==> src/rtl/pipe_spawner_pkg.sv <==
`default_nettype none
// ============================================================================
// Module      : pipe_spawner_pkg
// Description : Game state encoding and playfield constants shared by the
//               pipe spawner, collision checker and VGA renderer.
// Revision    : 1.0 - initial release
// ============================================================================
package pipe_spawner_pkg;

  // Game state encoding, also exported on the state output.
  typedef enum logic [1:0] {
    ST_IDLE   = 2'd0,
    ST_RUN    = 2'd1,
    ST_FROZEN = 2'd2
  } state_t;

  // Playfield geometry.
  localparam int C_X_W       = 10;   // width of x / gap_y coordinates
  localparam int C_SCREEN_W  = 640;  // spawn x (right edge)
  localparam int C_BIRD_X    = 160;  // bird column for pass detection
  localparam int C_GAP_MIN   = 40;   // smallest gap top y

  // Spawner defaults.
  localparam int C_NUM_PIPES   = 4;
  localparam int C_SPEED       = 2;
  localparam int C_SPAWN_TICKS = 90;

endpackage : pipe_spawner_pkg
`default_nettype wire

==> src/rtl/pipe_spawner_slot.sv <==
`default_nettype none
// ============================================================================
// Module      : pipe_slot
// Description : One pipe slot: x / gap_y / valid registers with load, scroll
//               and retire logic. Flags when the coming scroll carries the
//               pipe across the bird column.
// Revision    : 1.0 - initial release
// ============================================================================
module pipe_slot
  import pipe_spawner_pkg::*;
#(
  parameter int X_W      = C_X_W,
  parameter int SCREEN_W = C_SCREEN_W,
  parameter int SPEED    = C_SPEED,
  parameter int BIRD_X   = C_BIRD_X
) (
  input  logic           clk,
  input  logic           rst_n,
  input  logic           i_clear,     // empty the slot (new game)
  input  logic           i_scroll,    // frame tick while running
  input  logic           i_load,      // spawn a fresh pipe into this slot
  input  logic [X_W-1:0] i_load_gap,
  output logic [X_W-1:0] o_x,
  output logic [X_W-1:0] o_gap,
  output logic           o_valid,
  output logic           o_pass       // valid only together with i_scroll
);

  localparam logic [X_W-1:0] C_SPEED_V  = X_W'(SPEED);
  localparam logic [X_W-1:0] C_SCREEN_V = X_W'(SCREEN_W);
  localparam logic [X_W-1:0] C_BIRD_V   = X_W'(BIRD_X);

  logic [X_W-1:0] r_x;
  logic [X_W-1:0] r_gap;
  logic           r_valid;

  logic           w_retire;
  logic [X_W-1:0] w_x_next;

  // A pipe closer to the left edge than one step leaves the screen instead of
  // wrapping; its x is held so the renderer keeps a sane value.
  assign w_retire = (r_x < C_SPEED_V);
  assign w_x_next = r_x - C_SPEED_V;

  // Crossing: strictly right of the bird column now, at or left of it after.
  assign o_pass = r_valid && !w_retire && (r_x > C_BIRD_V) && (w_x_next <= C_BIRD_V);

  // Slot registers: clear beats load beats scroll. Load only ever targets an
  // empty slot, so it never competes with a scroll of a live pipe.
  always_ff @(posedge clk or negedge rst_n) begin
    if (!rst_n) begin
      r_x     <= '0;
      r_gap   <= '0;
      r_valid <= 1'b0;
    end else if (i_clear) begin
      r_x     <= '0;
      r_gap   <= '0;
      r_valid <= 1'b0;
    end else if (i_load) begin
      r_x     <= C_SCREEN_V;
      r_gap   <= i_load_gap;
      r_valid <= 1'b1;
    end else if (i_scroll && r_valid) begin
      if (w_retire) begin
        r_valid <= 1'b0;
      end else begin
        r_x <= w_x_next;
      end
    end
  end

  assign o_x     = r_x;
  assign o_gap   = r_gap;
  assign o_valid = r_valid;

endmodule : pipe_slot
`default_nettype wire

==> src/rtl/pipe_spawner.sv <==
`default_nettype none
// ============================================================================
// Module      : pipe_spawner
// Description : Turns LFSR bytes into scrolling obstacle pipes. Keeps a pool
//               of pipe slots, spawns at the right edge every SPAWN_TICKS
//               frame ticks, scrolls live pipes left, retires off-screen
//               pipes and scores pipes passing the bird column.
// Revision    : 1.0 - initial release
// ============================================================================
module pipe_spawner
  import pipe_spawner_pkg::*;
#(
  parameter int NUM_PIPES   = C_NUM_PIPES,
  parameter int X_W         = C_X_W,
  parameter int SCREEN_W    = C_SCREEN_W,
  parameter int SPEED       = C_SPEED,
  parameter int SPAWN_TICKS = C_SPAWN_TICKS,
  parameter int BIRD_X      = C_BIRD_X,
  parameter int GAP_MIN     = C_GAP_MIN
) (
  input  logic                     clk,
  input  logic                     rst_n,
  input  logic                     i_enable,
  input  logic                     i_tick,
  input  logic                     i_start,
  input  logic                     i_crash,
  input  logic [7:0]               i_rnd,
  output logic [NUM_PIPES*X_W-1:0] o_pipe_x,
  output logic [NUM_PIPES*X_W-1:0] o_gap_y,
  output logic [NUM_PIPES-1:0]     o_pipe_valid,
  output logic                     o_pass_pulse,
  output logic                     o_spawn_drop,
  output logic [7:0]               o_score,
  output logic [1:0]               o_state
);

  localparam int                 C_CNT_W    = (SPAWN_TICKS > 1) ? $clog2(SPAWN_TICKS) : 1;
  localparam logic [C_CNT_W-1:0] C_CNT_LAST = C_CNT_W'(SPAWN_TICKS - 1);

  state_t               r_state;
  logic [C_CNT_W-1:0]   r_spawn_cnt;
  logic [7:0]           r_score;
  logic                 r_pass_pulse;
  logic                 r_spawn_drop;

  logic                 w_enter_run;
  logic                 w_run_tick;
  logic                 w_spawn;
  logic                 w_any_pass;
  logic                 w_any_free;
  logic [NUM_PIPES-1:0] w_valid;
  logic [NUM_PIPES-1:0] w_pass;
  logic [NUM_PIPES-1:0] w_free;
  logic [NUM_PIPES-1:0] w_sel;
  logic [NUM_PIPES-1:0] w_load;
  logic [X_W-1:0]       w_new_gap;

  // Event qualification. With enable low every event is ignored. A crash in
  // RUN suppresses both a same-cycle tick and a same-cycle start.
  assign w_enter_run = i_enable && i_start &&
                       ((r_state == ST_IDLE) || (r_state == ST_FROZEN));
  assign w_run_tick  = i_enable && (r_state == ST_RUN) && i_tick && !i_crash;
  assign w_spawn     = w_run_tick && (r_spawn_cnt == C_CNT_LAST);

  // Free-slot priority encoder: isolate the lowest empty slot as a one-hot.
  // Uses validity from before this tick, so a slot retiring on the same tick
  // cannot be refilled until the next spawn.
  assign w_free     = ~w_valid;
  assign w_sel      = w_free & (~w_free + NUM_PIPES'(1));
  assign w_any_free = |w_free;
  assign w_load     = w_spawn ? w_sel : '0;
  assign w_any_pass = |w_pass;

  // Gap top lies in GAP_MIN .. GAP_MIN+127 from the low seven random bits.
  assign w_new_gap = X_W'(GAP_MIN) + X_W'(i_rnd[6:0]);

  // Game state machine.
  always_ff @(posedge clk or negedge rst_n) begin
    if (!rst_n) begin
      r_state <= ST_IDLE;
    end else if (i_enable) begin
      case (r_state)
        ST_IDLE:   if (i_start) r_state <= ST_RUN;
        ST_RUN:    if (i_crash) r_state <= ST_FROZEN;
        ST_FROZEN: if (i_start) r_state <= ST_RUN;
        default:   r_state <= ST_IDLE;
      endcase
    end
  end

  // Spawn interval counter; wraps on every spawn attempt, dropped or not.
  always_ff @(posedge clk or negedge rst_n) begin
    if (!rst_n) begin
      r_spawn_cnt <= '0;
    end else if (w_enter_run) begin
      r_spawn_cnt <= '0;
    end else if (w_run_tick) begin
      if (r_spawn_cnt == C_CNT_LAST) begin
        r_spawn_cnt <= '0;
      end else begin
        r_spawn_cnt <= r_spawn_cnt + C_CNT_W'(1);
      end
    end
  end

  // Saturating score of pipes passed this game.
  always_ff @(posedge clk or negedge rst_n) begin
    if (!rst_n) begin
      r_score <= '0;
    end else if (w_enter_run) begin
      r_score <= '0;
    end else if (w_run_tick && w_any_pass && (r_score != 8'hFF)) begin
      r_score <= r_score + 8'd1;
    end
  end

  // One-cycle status pulses, forced low while disabled.
  always_ff @(posedge clk or negedge rst_n) begin
    if (!rst_n) begin
      r_pass_pulse <= 1'b0;
      r_spawn_drop <= 1'b0;
    end else if (!i_enable) begin
      r_pass_pulse <= 1'b0;
      r_spawn_drop <= 1'b0;
    end else begin
      r_pass_pulse <= w_run_tick && w_any_pass;
      r_spawn_drop <= w_spawn && !w_any_free;
    end
  end

  // Pipe slot pool.
  for (genvar gi = 0; gi < NUM_PIPES; gi++) begin : g_slot
    pipe_slot #(
      .X_W      (X_W),
      .SCREEN_W (SCREEN_W),
      .SPEED    (SPEED),
      .BIRD_X   (BIRD_X)
    ) u_slot (
      .clk        (clk),
      .rst_n      (rst_n),
      .i_clear    (w_enter_run),
      .i_scroll   (w_run_tick),
      .i_load     (w_load[gi]),
      .i_load_gap (w_new_gap),
      .o_x        (o_pipe_x[gi*X_W +: X_W]),
      .o_gap      (o_gap_y[gi*X_W +: X_W]),
      .o_valid    (w_valid[gi]),
      .o_pass     (w_pass[gi])
    );
  end

  assign o_pipe_valid = w_valid;
  assign o_pass_pulse = r_pass_pulse;
  assign o_spawn_drop = r_spawn_drop;
  assign o_score      = r_score;
  assign o_state      = r_state;

endmodule : pipe_spawner
`default_nettype wire

==> config.mk <==
export PLATFORM = sky130hd
export DESIGN_NAME = pipe_spawner
export DESIGN_NICKNAME = d
export VERILOG_FILES = /design/src/rtl/pipe_spawner_pkg.sv /design/src/rtl/pipe_spawner_slot.sv /design/src/rtl/pipe_spawner.sv
export SDC_FILE = /design/constraint.sdc
export NUM_CORES = 1
export LEC_CHECK = 0
export ABC_AREA = 1
export BUFFER_PORTS_ARGS = -buffer_cell sky130_fd_sc_hd__buf_2
export CORE_UTILIZATION = 25
export DETAILED_ROUTE_END_ITERATION = 8
export SETUP_SLACK_MARGIN = 0.3
export SLEW_MARGIN = 20
export SYNTH_ARGS = -nofsm -noshare
export SYNTH_HDL_FRONTEND = slang
export SYNTH_SLANG_ARGS = --single-unit
==> constraint.sdc <==
create_clock -name clk -period 2.1 [get_ports clk]
set_clock_uncertainty 0.15 [all_clocks]
set_input_delay 0.105 -clock clk [delete_from_list [all_inputs] [get_ports clk]]
set_output_delay 0.105 -clock clk [all_outputs]
set_load 0.005 [all_outputs]
==> summary.md, run 1 <==
TritonCTS built the clock tree. Summing all multi-input logic gate instances after layout gives 0.00320 mm2. The run gives 0 as the number of antenna violations at the first check in global routing. The number of endpoints with negative hold slack in the final report is 0. The element type at the critical path end is a flop.

The number of inserted filler cells in the final layout was 2042. Measured along the x axis, the die boundary spans 147 um. In this run the worst path has a maximum fanout of 8.

The share of the yosys chip area belonging to registers came out at 0.434. In this run, the number of DRC markers left after iteration 0 of detailed routing was 201. Averaged over all synthesized cells, the footprint is 7.91 um2. For the total die area, the log shows 0.0216 mm2. The area fraction of the dominant cell type after synthesis was 0.434; the worst-case setup slack after placement was 0.0544 ns. Across the whole layout, storage elements account for 0.00228 mm2. The number of rows in the core area was 52. The share of power burned in the clock network came out at 0.357. The worst setup path is of the reg -> reg kind.

The tools report the routability-driven placement congestion ratio as 0.858. The area added between synthesis and finish is 47.6%, and the number of remaining DRC errors is 0. For the number of global-route vias before repair, the log shows 4564. Clock tree synthesis inserted a total of 9 buffers.

The initial cell density of the core is 0.257, and the wire length of the first global-routing pass is 23500 um. The normalized max-slew margin is 0.534. Via density per instance: 4.47.

The net load switching power was 1490 uW; the setup slack on the worst flop-to-flop path was -0.02 ns. Most common library cell in the layout ignoring fill and taps: sky130_fd_sc_hd__nand2_1. The clock net sink count is 91, and the detailed-route wire length per cell is 13.7 um. The final worst setup slack was -0.0187 ns; the unique cell type count in the Yosys netlist was 37. During synthesis, Yosys emitted a total of 0 warnings.

In this run the power density over the cells is 616 mW/mm2. The share of cells above drive strength 1 was 0.447; the worst hold slack was 0.0619 ns. Traced cell by cell, the critical path runs through nor2_4, nand2_1, nor2_2, nand2_1, nand2_1, nand2_1, nor2_1, nand2_2, nand2_4, inv_2, nand2_2, nand3_4, nand3_2, nand2_1. The clock reaches the later pin of the worst-skew pair after 0.35 ns. Synthesis inferred 91 register bits. 110 I/O pins were placed. The final reports fail on setup timing. Final count of pins violating max slew: 0. The run gives 663 as the instance count of the mapped netlist. Max-cap violations in this run came to 0. The first-pass detailed-route iteration total was 6.

The core region is 0.0204 mm2. Clock tree synthesis selected as its root buffer the cell sky130_fd_sc_hd__clkbuf_16. The clock passes through at most 2 buffers.

The clock slew at the register clock pins of the worst setup and hold paths works out to 0.07 ns. The run finished, with violations left. Input and output buffers added on the ports amount to 96.

For the pin with the worst max-slew slack, the measured transition is 0.698 ns. The logs give 2.21 ns for the data arrival time of the critical path and 0 for the number of antenna cells inserted. The run gives 472 MHz as the maximum achievable frequency. Setup repair after global routing could not meet its margin everywhere. The synthesized netlist occupies a cell area of 0.00524 mm2.

The worst reg2reg path depth was 14; the post-layout net count was 858. Yosys mapped a number of flops with a built-in enable equal to 0. The analysis attributes to cell leakage a power of 0.00401 uW. The final global-route overflow total is 0. Entering global routing, the biggest net connects 53 pins. The vertical extent of the die works out to 147 um. The class of the tightest hold or removal check is in -> reg.

The worst path in the final design needs a cycle of 2.12 ns, including I/O delays and setup. The run gives 0.216 as the combinational share of power. The largest area contributor in the synthesized netlist was sky130_fd_sc_hd__dfrtp_1. The async set-reset flop share out of synthesis came out at 1.00. Number of nets with antenna violations after routing: 0. The cell seen most often among critical-path stages was sky130_fd_sc_hd__nand2_1. The clock tree synthesis step divided the H-tree into 3 levels. The run gives 15100 um as the detailed-route wire length. Portion of the clock cycle consumed by the worst path in the final layout: 1.01.

VDD sags by at most 0.000378 V. Total routing usage reported by global routing: 0.138. Detailed placement finished with a half-perimeter wire length of 10300 um. The worst hold path cell count is 4, and the internal power component is 3270 uW.

The terminus of the critical flop-to-flop path was o_score[7]$_DFFE_PN0P_. The maximum cell stage delay along the critical path works out to 0.45 ns. Setup violations remaining at the end of the flow were counted as 6.

The switching portion of total power works out to 0.313. The most instantiated flip-flop cell in the synthesis netlist is sky130_fd_sc_hd__dfrtp_1. Ranked by total cell area, the synthesized netlist is headed by sky130_fd_sc_hd__dfrtp_1, sky130_fd_sc_hd__nand2_1, sky130_fd_sc_hd__o21ai_0, sky130_fd_sc_hd__inv_1, sky130_fd_sc_hd__nor2_1. The worst reg2reg path startpoint is g_slot[0].u_slot.o_x[4]$_DFFE_PN0P_.

For the required time of the worst setup path, the log shows 2.19 ns. The slowest stage of the critical path belongs to the cell sky130_fd_sc_hd__dfrtp_1. The tools report the startpoint of the most critical hold path as i_rnd[4]. The share of power burned in registers came out at 0.427.

Detailed routing inserted a total of 4948 vias. The tools report the endpoint with the worst hold slack as g_slot[3].u_slot.o_gap[4]$_DFFE_PN0P_. The worst setup path is launched from a flop. In the layout the commonest cells are sky130_fd_sc_hd__nand2_1, sky130_fd_sc_hd__buf_2, sky130_fd_sc_hd__dfrtp_1.
timing repair:
action / CTS / global route
hold endpoints to repair: 69 / 0
gates resized for setup: 73 / 170
setup endpoints to repair: 71 / 88
setup buffers: 27 / 15
gates cloned: 3 / 1
pin swaps: 17 / 55
hold buffers: 8 / 0
layout make-up:
class | instances | share of cell area
Timing Repair Buffer | 169 | 0.155
Sequential cell | 91 | 0.294
Clock inverter | 6 | 0.00938
Timing Repair inverter | 2 | 0.00307
Clock buffer | 10 | 0.0309
Inverter | 89 | 0.0506
Multi-Input combinational cell | 470 | 0.413
Tap cell | 270 | 0.0437
registers in the layout (all words and copies together) (netlist names):
name                   count
g_slot.u_slot.o_gap       32
g_slot.u_slot.o_valid      4
g_slot.u_slot.o_x         36
o_pass_pulse               1
o_score                    8
o_spawn_drop               1
o_state                    2
r_spawn_cnt                7
kinds of logic (layout without fill, tap and decap cells):
kind of cell	count (synthesis)	in the layout	synth area share
AND/OR/NAND/NOR	322	323	0.298
buffers and inverters	114	276	0.0974
AO/OA/AOI/OAI	106	106	0.111
flip-flops	91	91	0.434
XOR/XNOR	17	17	0.0298
adder cells (fa/ha/maj)	12	12	0.0286
other	1	12	0.000715
how the worst max path moves through the flow:
| stage | from | to | slack [ns] | cells past startpoint |
|---|---|---|---|---|
| floorplan | g_slot[2].u_slot.o_x[1]$_DFFE_PN0P_ | o_score[0]$_DFFE_PN0P_ | 0.25 | 15 |
| global placement | g_slot[0].u_slot.o_x[1]$_DFFE_PN0P_ | o_score[7]$_DFFE_PN0P_ | 0.07 | 17 |
| detailed placement | g_slot[0].u_slot.o_x[2]$_DFFE_PN0P_ | o_score[7]$_DFFE_PN0P_ | 0.05 | 15 |
| CTS | g_slot[2].u_slot.o_x[2]$_DFFE_PN0P_ | o_score[7]$_DFFE_PN0P_ | 0.07 | 17 |
| global route | g_slot[0].u_slot.o_x[2]$_DFFE_PN0P_ | o_score[5]$_DFFE_PN0P_ | -0.21 | 17 |
| finish | g_slot[0].u_slot.o_x[4]$_DFFE_PN0P_ | o_score[7]$_DFFE_PN0P_ | -0.02 | 14 |
through the flow:
step	std cells	setup TNS (ns)	util	total power [uW]	instance area, um2
after detailed placement	1037	0	0.302	2810	6160
after floorplan	674	0	-	2510	5340
after CTS	1091	0	0.345	4630	7020
final	1107	-0.0861	0.380	4770	7740
after global placement	1037	0	0.302	2790	6160
after global routing	1107	-1.80	0.380	5020	7740
worst max-delay path, delay by kind of cell (launching register included):
family | cells | cell delay (ns)
simple gates | 13 | 1.34
flops | 1 | 0.45
buf+inv | 1 | 0.04
synth_stat cells, types with 2 or more instances:
cell type / count
sky130_fd_sc_hd__nor2_4: 9
sky130_fd_sc_hd__nand2_1: 172
sky130_fd_sc_hd__a31oi_1: 5
sky130_fd_sc_hd__inv_1: 76
sky130_fd_sc_hd__o22ai_1: 14
sky130_fd_sc_hd__o211ai_1: 2
sky130_fd_sc_hd__ha_1: 12
sky130_fd_sc_hd__inv_2: 13
sky130_fd_sc_hd__o21ai_0: 59
sky130_fd_sc_hd__xor2_1: 16
sky130_fd_sc_hd__a21oi_1: 10
sky130_fd_sc_hd__o21ai_1: 12
sky130_fd_sc_hd__nand3_1: 37
sky130_fd_sc_hd__nor2_8: 2
sky130_fd_sc_hd__nand2_4: 2
sky130_fd_sc_hd__buf_4: 16
sky130_fd_sc_hd__nor2_2: 12
sky130_fd_sc_hd__nand3_4: 4
sky130_fd_sc_hd__nor3_2: 2
sky130_fd_sc_hd__buf_6: 2
sky130_fd_sc_hd__nand4_2: 2
sky130_fd_sc_hd__nand2_2: 14
sky130_fd_sc_hd__nand4_1: 11
sky130_fd_sc_hd__dfrtp_1: 91
sky130_fd_sc_hd__nor2_1: 51
sky130_fd_sc_hd__buf_2: 6
power groups by stage:
stage               Sequential [uW]  Clock [uW]  Combinational [uW]
finish                         2030        1700                1030
global route                   2050        1820                1150
CTS                            2000        1750                 873
detailed placement             2030           0                 775
global placement               2040           0                 759
floorplan                      2010           0                 492
per-layer routing:
metal	share of wire	up-vias	track usage
li1	-	2466	-
met1	0.47	2375	0.193
met2	0.48	92	0.213
met3	0.037	15	0.0267
met4	0.012	0	0.0427
met5	0	-	0
No activity file was read; power rests on OpenSTA's default activity.
==> inputs of run 2 (changes only) <==
--- a/config.mk
+++ b/config.mk
@@ -7,10 +7,12 @@
 export LEC_CHECK = 0
 export ABC_AREA = 1
 export BUFFER_PORTS_ARGS = -buffer_cell sky130_fd_sc_hd__buf_2
+export CORE_ASPECT_RATIO = 1.25
 export CORE_UTILIZATION = 25
 export DETAILED_ROUTE_END_ITERATION = 8
 export SETUP_SLACK_MARGIN = 0.3
 export SLEW_MARGIN = 20
 export SYNTH_ARGS = -nofsm -noshare
 export SYNTH_HDL_FRONTEND = slang
+export SYNTH_HIERARCHICAL = 1
 export SYNTH_SLANG_ARGS = --single-unit
==> constraint.sdc (replaced) <==
create_clock -name clk -period 2.1 [get_ports clk]
set_clock_uncertainty 0.15 [all_clocks]
set_input_delay 0.105 -clock clk [delete_from_list [all_inputs] [get_ports clk]]
set_output_delay 0.105 -clock clk [all_outputs]
set_load 0.01 [all_outputs]
==> summary.md, run 2 <==
For the number of rows in the core area, the log shows 60 (was 52). Setup repair after global routing could not meet its margin everywhere. The run finished with clean final reports.

Terminus of the critical flop-to-flop path: o_score[7]$_DFFE_PN0P_ (unchanged). The tools report the final setup violation count as 0 (was 6). The data arrival time of the critical path was 2.18 ns (was 2.21 ns). The number of flip-flops in the largest register is 40 (was 36). The number of global-route vias before repair was 5334 (was 4564); the static leakage was 0.00454 uW (was 0.00401 uW). The worst supply voltage drop on vdd was 0.000441 V (was 0.000378 V).

The via total after detailed routing was 5623 (was 4948); the wire length of the first global-routing pass was 26700 um (was 23500 um). The largest buffer count on any clock path came out at 2 (unchanged). The tools report the number of antenna cells inserted as 0 (unchanged). The class of the tightest hold or removal check is in -> reg (unchanged). The area of the mapped netlist is 0.00552 mm2 (was 0.00524 mm2). The largest area contributor in the synthesized netlist was sky130_fd_sc_hd__dfrtp_1 (unchanged). The most numerous cell in the Yosys netlist was sky130_fd_sc_hd__nand2_1 (unchanged). The portion of the clock cycle consumed by the worst path in the final layout is 0.995 (was 1.01), and the unique cell type count in the Yosys netlist is 31 (was 37). The logs give 0.345 (was 0.427) for the share of power burned in registers and 100 (was 53) for the maximum number of pins on one net before global-route repair. Area added between synthesis and finish: 53.3% (was 47.6%).

The worst reg2reg path startpoint is g_slot[1].u_slot/o_x[1]$_DFFE_PN0P_ (was g_slot[0].u_slot.o_x[4]$_DFFE_PN0P_). The vertical extent of the die is 168 um (was 147 um), and the worst reg2reg path depth is 16 (was 14). The top-level I/O count was 110 (unchanged); the average cell area after synthesis was 7.33 um2 (was 7.91 um2). The clock net sink count is 99 (was 91), and the worst hold path cell count is 4 (unchanged).

The via density per instance was 4.50 (was 4.47); the number of antenna violations at the first check in global routing was 0 (unchanged). The number of buffers created by CTS was 9 (unchanged); the routability-driven placement congestion ratio was 0.902 (was 0.858). The yosys synthesis warning count was 6 (was 0); the simple-gate share of the synthesized area was 0.368 (was 0.298). Maximum achievable frequency: 478 MHz (was 472 MHz). The tools report the combinational share of power as 0.340 (was 0.216). Total die area: 0.0227 mm2 (was 0.0216 mm2).

Most instantiated flip-flop cell in the synthesis netlist: sky130_fd_sc_hd__dfrtp_1 (unchanged). Number of enable-type register cells in the synthesized netlist: 0 (unchanged). The tools report the startpoint of the most critical hold path as i_rnd[3] (was i_rnd[4]). The final count of pins violating max slew was 0 (unchanged); the share of the yosys chip area belonging to registers was 0.449 (was 0.434). The number of H-tree levels was 3 (unchanged). The synthesis-stage register bit count is 99 (was 91), and the detailed router's first-iteration violation count is 220 (was 201).

Reported max-cap violation count: 0 (unchanged). The adder-cell share of the synthesized area was 0.0272 (was 0.0286); the number of endpoints with negative hold slack in the final report was 0 (unchanged). The clock insertion delay at the later pin of the skew report was 0.35 ns (about the same). The instance count of the mapped netlist was 753 (was 663). The run gives 0.543 (was 0.534) as the normalized max-slew margin.

The first-pass detailed-route iteration total is 4 (was 6), and the power per cell area is 740 mW/mm2 (was 616 mW/mm2). The slew at the pin with the worst max-slew slack works out to 0.681 ns (was 0.698 ns). The share of cells above drive strength 1 was 0.446 (was 0.447); the post-layout net count was 992 (was 858). The tools report the element type at the critical path end as a flop (unchanged). The area of the core region came out at 0.0216 mm2 (was 0.0204 mm2). The tools report the cell at the root of the clock tree as sky130_fd_sc_hd__clkbuf_16 (unchanged). The area fraction of the dominant cell type after synthesis works out to 0.449 (was 0.434). For the number of remaining DRC errors, the log shows 0 (unchanged). The setup slack on the worst flop-to-flop path came out at 0.01 ns (was -0.02 ns). Cell types with the highest counts after synthesis: sky130_fd_sc_hd__nand2_1, sky130_fd_sc_hd__dfrtp_1, sky130_fd_sc_hd__nand3_1 (was sky130_fd_sc_hd__nand2_1, sky130_fd_sc_hd__dfrtp_1, sky130_fd_sc_hd__inv_1). The number of nets with antenna violations after routing was 0 (unchanged); the detailed-route wire length was 17100 um (was 15100 um).

The worst hold slack came out at 0.0144 ns (was 0.0619 ns). Final critical path time including I/O delays and setup: 2.09 ns (was 2.12 ns). Endpoint with the worst hold slack: g_slot[3].u_slot/o_gap[3]$_DFFE_PN0N_ (was g_slot[3].u_slot.o_gap[4]$_DFFE_PN0P_). The switching portion of total power is 0.327 (was 0.313), and the final global-route overflow total is 0 (unchanged). The async set-reset flop share out of synthesis came out at 1.00 (unchanged). Mux contribution to synthesized area: 0 (unchanged).

Most area-consuming cells after synthesis: sky130_fd_sc_hd__dfrtp_1, sky130_fd_sc_hd__nand2_1, sky130_fd_sc_hd__nand3_1, sky130_fd_sc_hd__inv_1, sky130_fd_sc_hd__nor2_1 (was sky130_fd_sc_hd__dfrtp_1, sky130_fd_sc_hd__nand2_1, sky130_fd_sc_hd__o21ai_0, sky130_fd_sc_hd__inv_1, sky130_fd_sc_hd__nor2_1). The startpoint of the most critical setup path was g_slot[1].u_slot/o_x[1]$_DFFE_PN0P_ (was g_slot[0].u_slot.o_x[4]$_DFFE_PN0P_). The detailed-route wire length per cell works out to 13.7 um (about the same). The die span in x is 135 um (was 147 um), and the placed wire-length estimate after detailed placement is 11900 um (was 10300 um).

The internal power component was 4210 uW (was 3270 uW). The sort of element at the start of the critical path was a flop (unchanged). The logs give 0.315 (was 0.357) for the share of power burned in the clock network and 1190 (was 1037) for the cell total after placement. The count of input and output buffers is 104 (was 96), and the net load switching power is 2040 uW (was 1490 uW). Largest family of logic cells by synthesized area: simple AND/OR/NAND/NOR gates (unchanged).

TritonCTS built the clock tree. The start-to-end type of the worst setup path was reg -> reg (unchanged). The initial cell density of the core came out at 0.255 (was 0.257). Xor/xnor share of the synthesized area: 0.00635 (was 0.0298). The area fraction in compound gates after synthesis is 0.0726 (was 0.111). The maximum fanout count along the critical path is 5 (was 8), and the total routing usage reported by global routing is 0.152 (was 0.138).

The clock slew at the register clock pins of the worst setup and hold paths is 0.07 ns (about the same), and the post-route non-filler standard cell count is 1249 (was 1107). Most frequent cells in the layout: sky130_fd_sc_hd__nand2_1, sky130_fd_sc_hd__buf_2, sky130_fd_sc_hd__dfrtp_1 (unchanged). Most common library cell in the layout ignoring fill and taps: sky130_fd_sc_hd__nand2_1 (unchanged). The required time of the worst setup path came out at 2.19 ns (about the same).
[run 2: cell count changes after synthesis, sizes merged, moves of 10 or more]
cell   change
xor2      -15
inv       -10
o21ai     -26
nand2     +88
nand3     +54
buf       -14
[run 2: worst max path at each step]
stage	to	slack [ns]	cells past startpoint
after CTS	o_score[0]$_DFFE_PN0P_	0.02	16
final	o_score[7]$_DFFE_PN0P_	0.01	16
after global routing	o_score[3]$_DFFE_PN0P_	-0.16	16
after floorplan	o_score[7]$_DFFE_PN0P_	0.20	14
after global placement	o_score[7]$_DFFE_PN0P_	-0.09	14
after detailed placement	o_score[7]$_DFFE_PN0P_	-0.12	13
[run 2: timing repair]
action                                 4_1_cts  5_1_grt
cloned                                       2        0
buffers inserted                            24        9
pin swaps                                   25       33
resized for setup                           88      118
hold buffers                                 9        1
setup endpoints to repair                   87       87
endpoints found under the hold margin      114        1
[run 2: cells by family (layout without fill, tap and decap cells)]
group / Yosys count / in the layout
DFF: 99 / 99
xor gates and xnor gates: 4 / 4
buffers and inverters: 101 / 310
and+or+nand+nor: 461 / 462
other: 5 / 12
AOI/OAI and AO/OA: 71 / 71
adders and majority gates: 12 / 12
[run 2: metrics by stage]
stage               worst slack (ns)  power, uW  setup TNS [ns]  instance area (um2)  utilization
detailed placement            -0.118       3750          -0.729                 7010        0.324
CTS                           0.0176       6080               0                 7980        0.369
global route                  -0.164       6640           -1.13                 8450        0.391
floorplan                      0.198       3060               0                 5710            -
finish                       0.00981       6250               0                 8450        0.391
global placement             -0.0945       3730          -0.559                 7010        0.324
[run 2: critical path, stage by stage (launching register included)]
cell,delay [ns]
sky130_fd_sc_hd__dfrtp_1,0.40
sky130_fd_sc_hd__inv_2,0.10
sky130_fd_sc_hd__buf_12,0.11
sky130_fd_sc_hd__nand2_1,0.07
sky130_fd_sc_hd__nor2_2,0.14
sky130_fd_sc_hd__buf_4,0.14
sky130_fd_sc_hd__nand2_2,0.04
sky130_fd_sc_hd__nand2_1,0.07
sky130_fd_sc_hd__nor2_2,0.05
sky130_fd_sc_hd__nand3_1,0.07
sky130_fd_sc_hd__nor2_1,0.05
sky130_fd_sc_hd__nor2_2,0.17
sky130_fd_sc_hd__nand2_2,0.13
sky130_fd_sc_hd__nand3_4,0.13
sky130_fd_sc_hd__inv_4,0.06
sky130_fd_sc_hd__nand2_1,0.06
sky130_fd_sc_hd__nand2_1,0.04
[run 2: cell type report]
cell class / count / area [um2]
fill: 2238 / 13200
multi-input combinational: 561 / 3370
sequential: 99 / 2480
timing repair buffer: 212 / 1560
inverter: 83 / 349
tap: 279 / 349
clock buffer: 10 / 239
clock inverter: 5 / 108
[run 2: power by group through the flow]
| stage | clock (uW) | sequential (uW) | combinational (uW) |
|---|---|---|---|
| after floorplan | 0 | 2210 | 850 |
| after global placement | 0 | 2180 | 1550 |
| after detailed placement | 0 | 2180 | 1560 |
| after CTS | 2050 | 2150 | 1880 |
| after global routing | 2140 | 2170 | 2330 |
| final | 1970 | 2150 | 2130 |
[run 2: per-layer routing]
| metal | GRT usage | vias to the layer above | wire (um) |
|---|---|---|---|
| li1 | - | 2825 | - |
| met1 | 0.188 | 2664 | 7470 |
| met2 | 0.258 | 110 | 8560 |
| met3 | 0.0310 | 24 | 667 |
| met4 | 0.0576 | 0 | 370 |
| met5 | 0 | - | 0 |
==> inputs of run 3 (changes only) <==
==> constraint.sdc (replaced) <==
create_clock -name clk -period 2.7 [get_ports clk]
set_clock_uncertainty 0.15 [all_clocks]
set_input_delay 0.135 -clock clk [delete_from_list [all_inputs] [get_ports clk]]
set_output_delay 0.135 -clock clk [all_outputs]
set_load 0.01 [all_outputs]
==> summary.md, run 3 (same netlist as run 2, synthesis figures left out) <==
For the number of buffers created by CTS, the log shows 9 (unchanged). For the number of antenna cells inserted, the log shows 0 (unchanged). The reported max-cap violation count was 0 (unchanged); the power per cell area was 588 mW/mm2 (was 740 mW/mm2). The run gives 0 (unchanged) as the number of remaining DRC errors. The share of cells above drive strength 1 came out at 0.242 (was 0.446). The final count of pins violating max slew was 0 (unchanged); the detailed router's first-iteration violation count was 219 (was 220).

The final setup violation count is 0 (unchanged), and the largest buffer count on any clock path is 2 (unchanged). For the area of the core region, the log shows 0.0216 mm2 (unchanged). The class of the tightest hold or removal check was in -> reg (unchanged). The placed wire-length estimate after detailed placement came out at 11500 um (was 11900 um).

The tools report the clock insertion delay at the later pin of the skew report as 0.35 ns (about the same). Setup repair after global routing could not meet its margin everywhere. The most common library cell in the layout ignoring fill and taps is sky130_fd_sc_hd__nand2_1 (unchanged). Startpoint of the most critical setup path: g_slot[0].u_slot/o_x[2]$_DFFE_PN0P_ (was g_slot[1].u_slot/o_x[1]$_DFFE_PN0P_). Worst supply voltage drop on vdd: 0.000273 V (was 0.000441 V).

Sort of element at the start of the critical path: a flop (unchanged). The number of flip-flops in the largest register was 40 (unchanged). The post-route setup TNS came out at 0 ns (unchanged).

The vertical extent of the die was 168 um (unchanged); the normalized max-slew margin was 0.612 (was 0.543). The tools report the worst reg2reg path startpoint as g_slot[0].u_slot/o_x[2]$_DFFE_PN0P_ (was g_slot[1].u_slot/o_x[1]$_DFFE_PN0P_). The number of rows in the core area is 60 (unchanged), and the data arrival time of the critical path is 2.29 ns (was 2.18 ns).

The number of global-route vias before repair came out at 5200 (was 5334). The count of input and output buffers is 104 (unchanged), and the share of the core filled with cells is 0.323 (was 0.391). The clock slew at the register clock pins of the worst setup and hold paths came out at 0.07 ns (about the same). Most frequent cells in the layout: sky130_fd_sc_hd__nand2_1, sky130_fd_sc_hd__buf_2, sky130_fd_sc_hd__dfrtp_1 (unchanged).

The final global-route overflow total was 0 (unchanged). The tools report the element type at the critical path end as a flop (unchanged). For the number of endpoints with negative hold slack in the final report, the log shows 0 (unchanged). The start-to-end type of the worst setup path is reg -> reg (unchanged). Slew at the pin with the worst max-slew slack: 0.582 ns (was 0.681 ns).

The via density per instance is 4.48 (was 4.50), and the routability-driven placement congestion ratio is 0.857 (was 0.902). Startpoint of the most critical hold path: i_rnd[6] (was i_rnd[3]). The final critical path time including I/O delays and setup is 2.19 ns (was 2.09 ns). First-pass detailed-route iteration total: 5 (was 4).

The detailed-route wire length per cell was 13.3 um (was 13.7 um). The run finished with clean final reports. For the number of antenna violations at the first check in global routing, the log shows 0 (unchanged).

The logs give 0.00396 uW (was 0.00454 uW) for the static leakage and 15500 um (was 17100 um) for the detailed-route wire length. The maximum number of pins on one net before global-route repair was 41 (was 100); the top-level I/O count was 110 (unchanged). TritonCTS built the clock tree.

The die span in x works out to 135 um (unchanged). The logs give 3 (unchanged) for the number of H-tree levels and 0.0227 mm2 (unchanged) for the total die area. The via total after detailed routing came out at 5245 (was 5623). The cell at the root of the clock tree is sky130_fd_sc_hd__clkbuf_16 (unchanged).

The number of nets with antenna violations after routing was 0 (unchanged). The portion of the clock cycle consumed by the worst path in the final layout was 0.813 (was 0.995); the clock net sink count was 99 (unchanged). The wire length of the first global-routing pass came out at 25800 um (was 26700 um). The logs give 914 (was 992) for the post-layout net count and 2.79 ns (was 2.19 ns) for the required time of the worst setup path. The area added between synthesis and finish is 26.4% (was 53.3%), and the overall power consumption is 4100 uW (was 6250 uW).

Maximum achievable frequency: 456 MHz (was 478 MHz). The total routing usage reported by global routing is 0.145 (was 0.152), and the maximum fanout count along the critical path is 4 (was 5). The initial cell density of the core is 0.255 (unchanged).
[run 3: critical path, cell delays in order (launching register included)]
cell and delay [ns]:
sky130_fd_sc_hd__dfrtp_1 0.42, sky130_fd_sc_hd__inv_2 0.09, sky130_fd_sc_hd__ha_1 0.18, sky130_fd_sc_hd__nand2_2 0.10, sky130_fd_sc_hd__nor2_4 0.14, sky130_fd_sc_hd__nand2_1 0.05, sky130_fd_sc_hd__o21ai_0 0.10, sky130_fd_sc_hd__a21boi_1 0.24
sky130_fd_sc_hd__nor2_2 0.07, sky130_fd_sc_hd__nor2_1 0.11, sky130_fd_sc_hd__nand2_2 0.13, sky130_fd_sc_hd__inv_1 0.12, sky130_fd_sc_hd__nor2_4 0.05, sky130_fd_sc_hd__nand3_1 0.08, sky130_fd_sc_hd__nand2_1 0.06
[run 3: final timing paths]
path                                                          to  slack (ns)  cells past startpoint
min                        g_slot[2].u_slot/o_gap[6]$_DFFE_PN0N_        0.09                      4
max reg2reg                               o_score[6]$_DFFE_PN0P_        0.51                     14
max                                       o_score[6]$_DFFE_PN0P_        0.51                     14
max in group asynchronous  g_slot[2].u_slot/o_gap[4]$_DFFE_PN0N_        1.51                      3
min reg2reg                g_slot[1].u_slot/o_gap[8]$_DFFE_PN0N_        0.32                      2
min in group asynchronous    g_slot[0].u_slot/o_x[1]$_DFFE_PN0P_        0.18                      2
[run 3: area by class of cell]
cell class                 instances  area [um2]
clock buffer                       9         225
clock inverter                     6        90.1
fill                            2340       14600
inverter                          83         319
multi-input combinational        561        2730
sequential                        99        2480
tap                              279         349
timing repair buffer             134         781
[run 3: repair_timing]
item / CTS / global route
hold endpoints to repair: 56 / 0
hold buffers: 8 / 0
pin swaps: 0 / 9
buffers inserted: 0 / 5
setup endpoints to repair: 17 / 15
cloned: 0 / 1
gates resized for setup: 3 / 26
[run 3: metrics by stage]
step | hold slack, ns | instances | setup slack [ns] | area [um2]
2_1_floorplan | -0.311 | 760 | 0.646 | 5540
3_3_place_gp | 0.0312 | 1142 | 0.0199 | 6470
3_5_place_dp | 0.0362 | 1142 | 0.00427 | 6470
4_1_cts | 0.0656 | 1165 | 0.342 | 6880
5_1_grt | 0.105 | 1171 | 0.294 | 6980
6_report | 0.0871 | 1171 | 0.506 | 6980
[run 3: where the power goes]
part	internal, uW	leakage [uW]	switching [uW]	total [uW]
registers	1570	0.00137	113	1680
clock network	813	0.000157	603	1420
logic	356	0.00243	649	1010
[run 3: routing by layer]
layer  track usage  vias up  share of wire
li1              -     2656              -
met1         0.170     2467           0.43
met2         0.255      107           0.50
met3        0.0346       15          0.050
met4        0.0513        0          0.017
met5             0        -              0
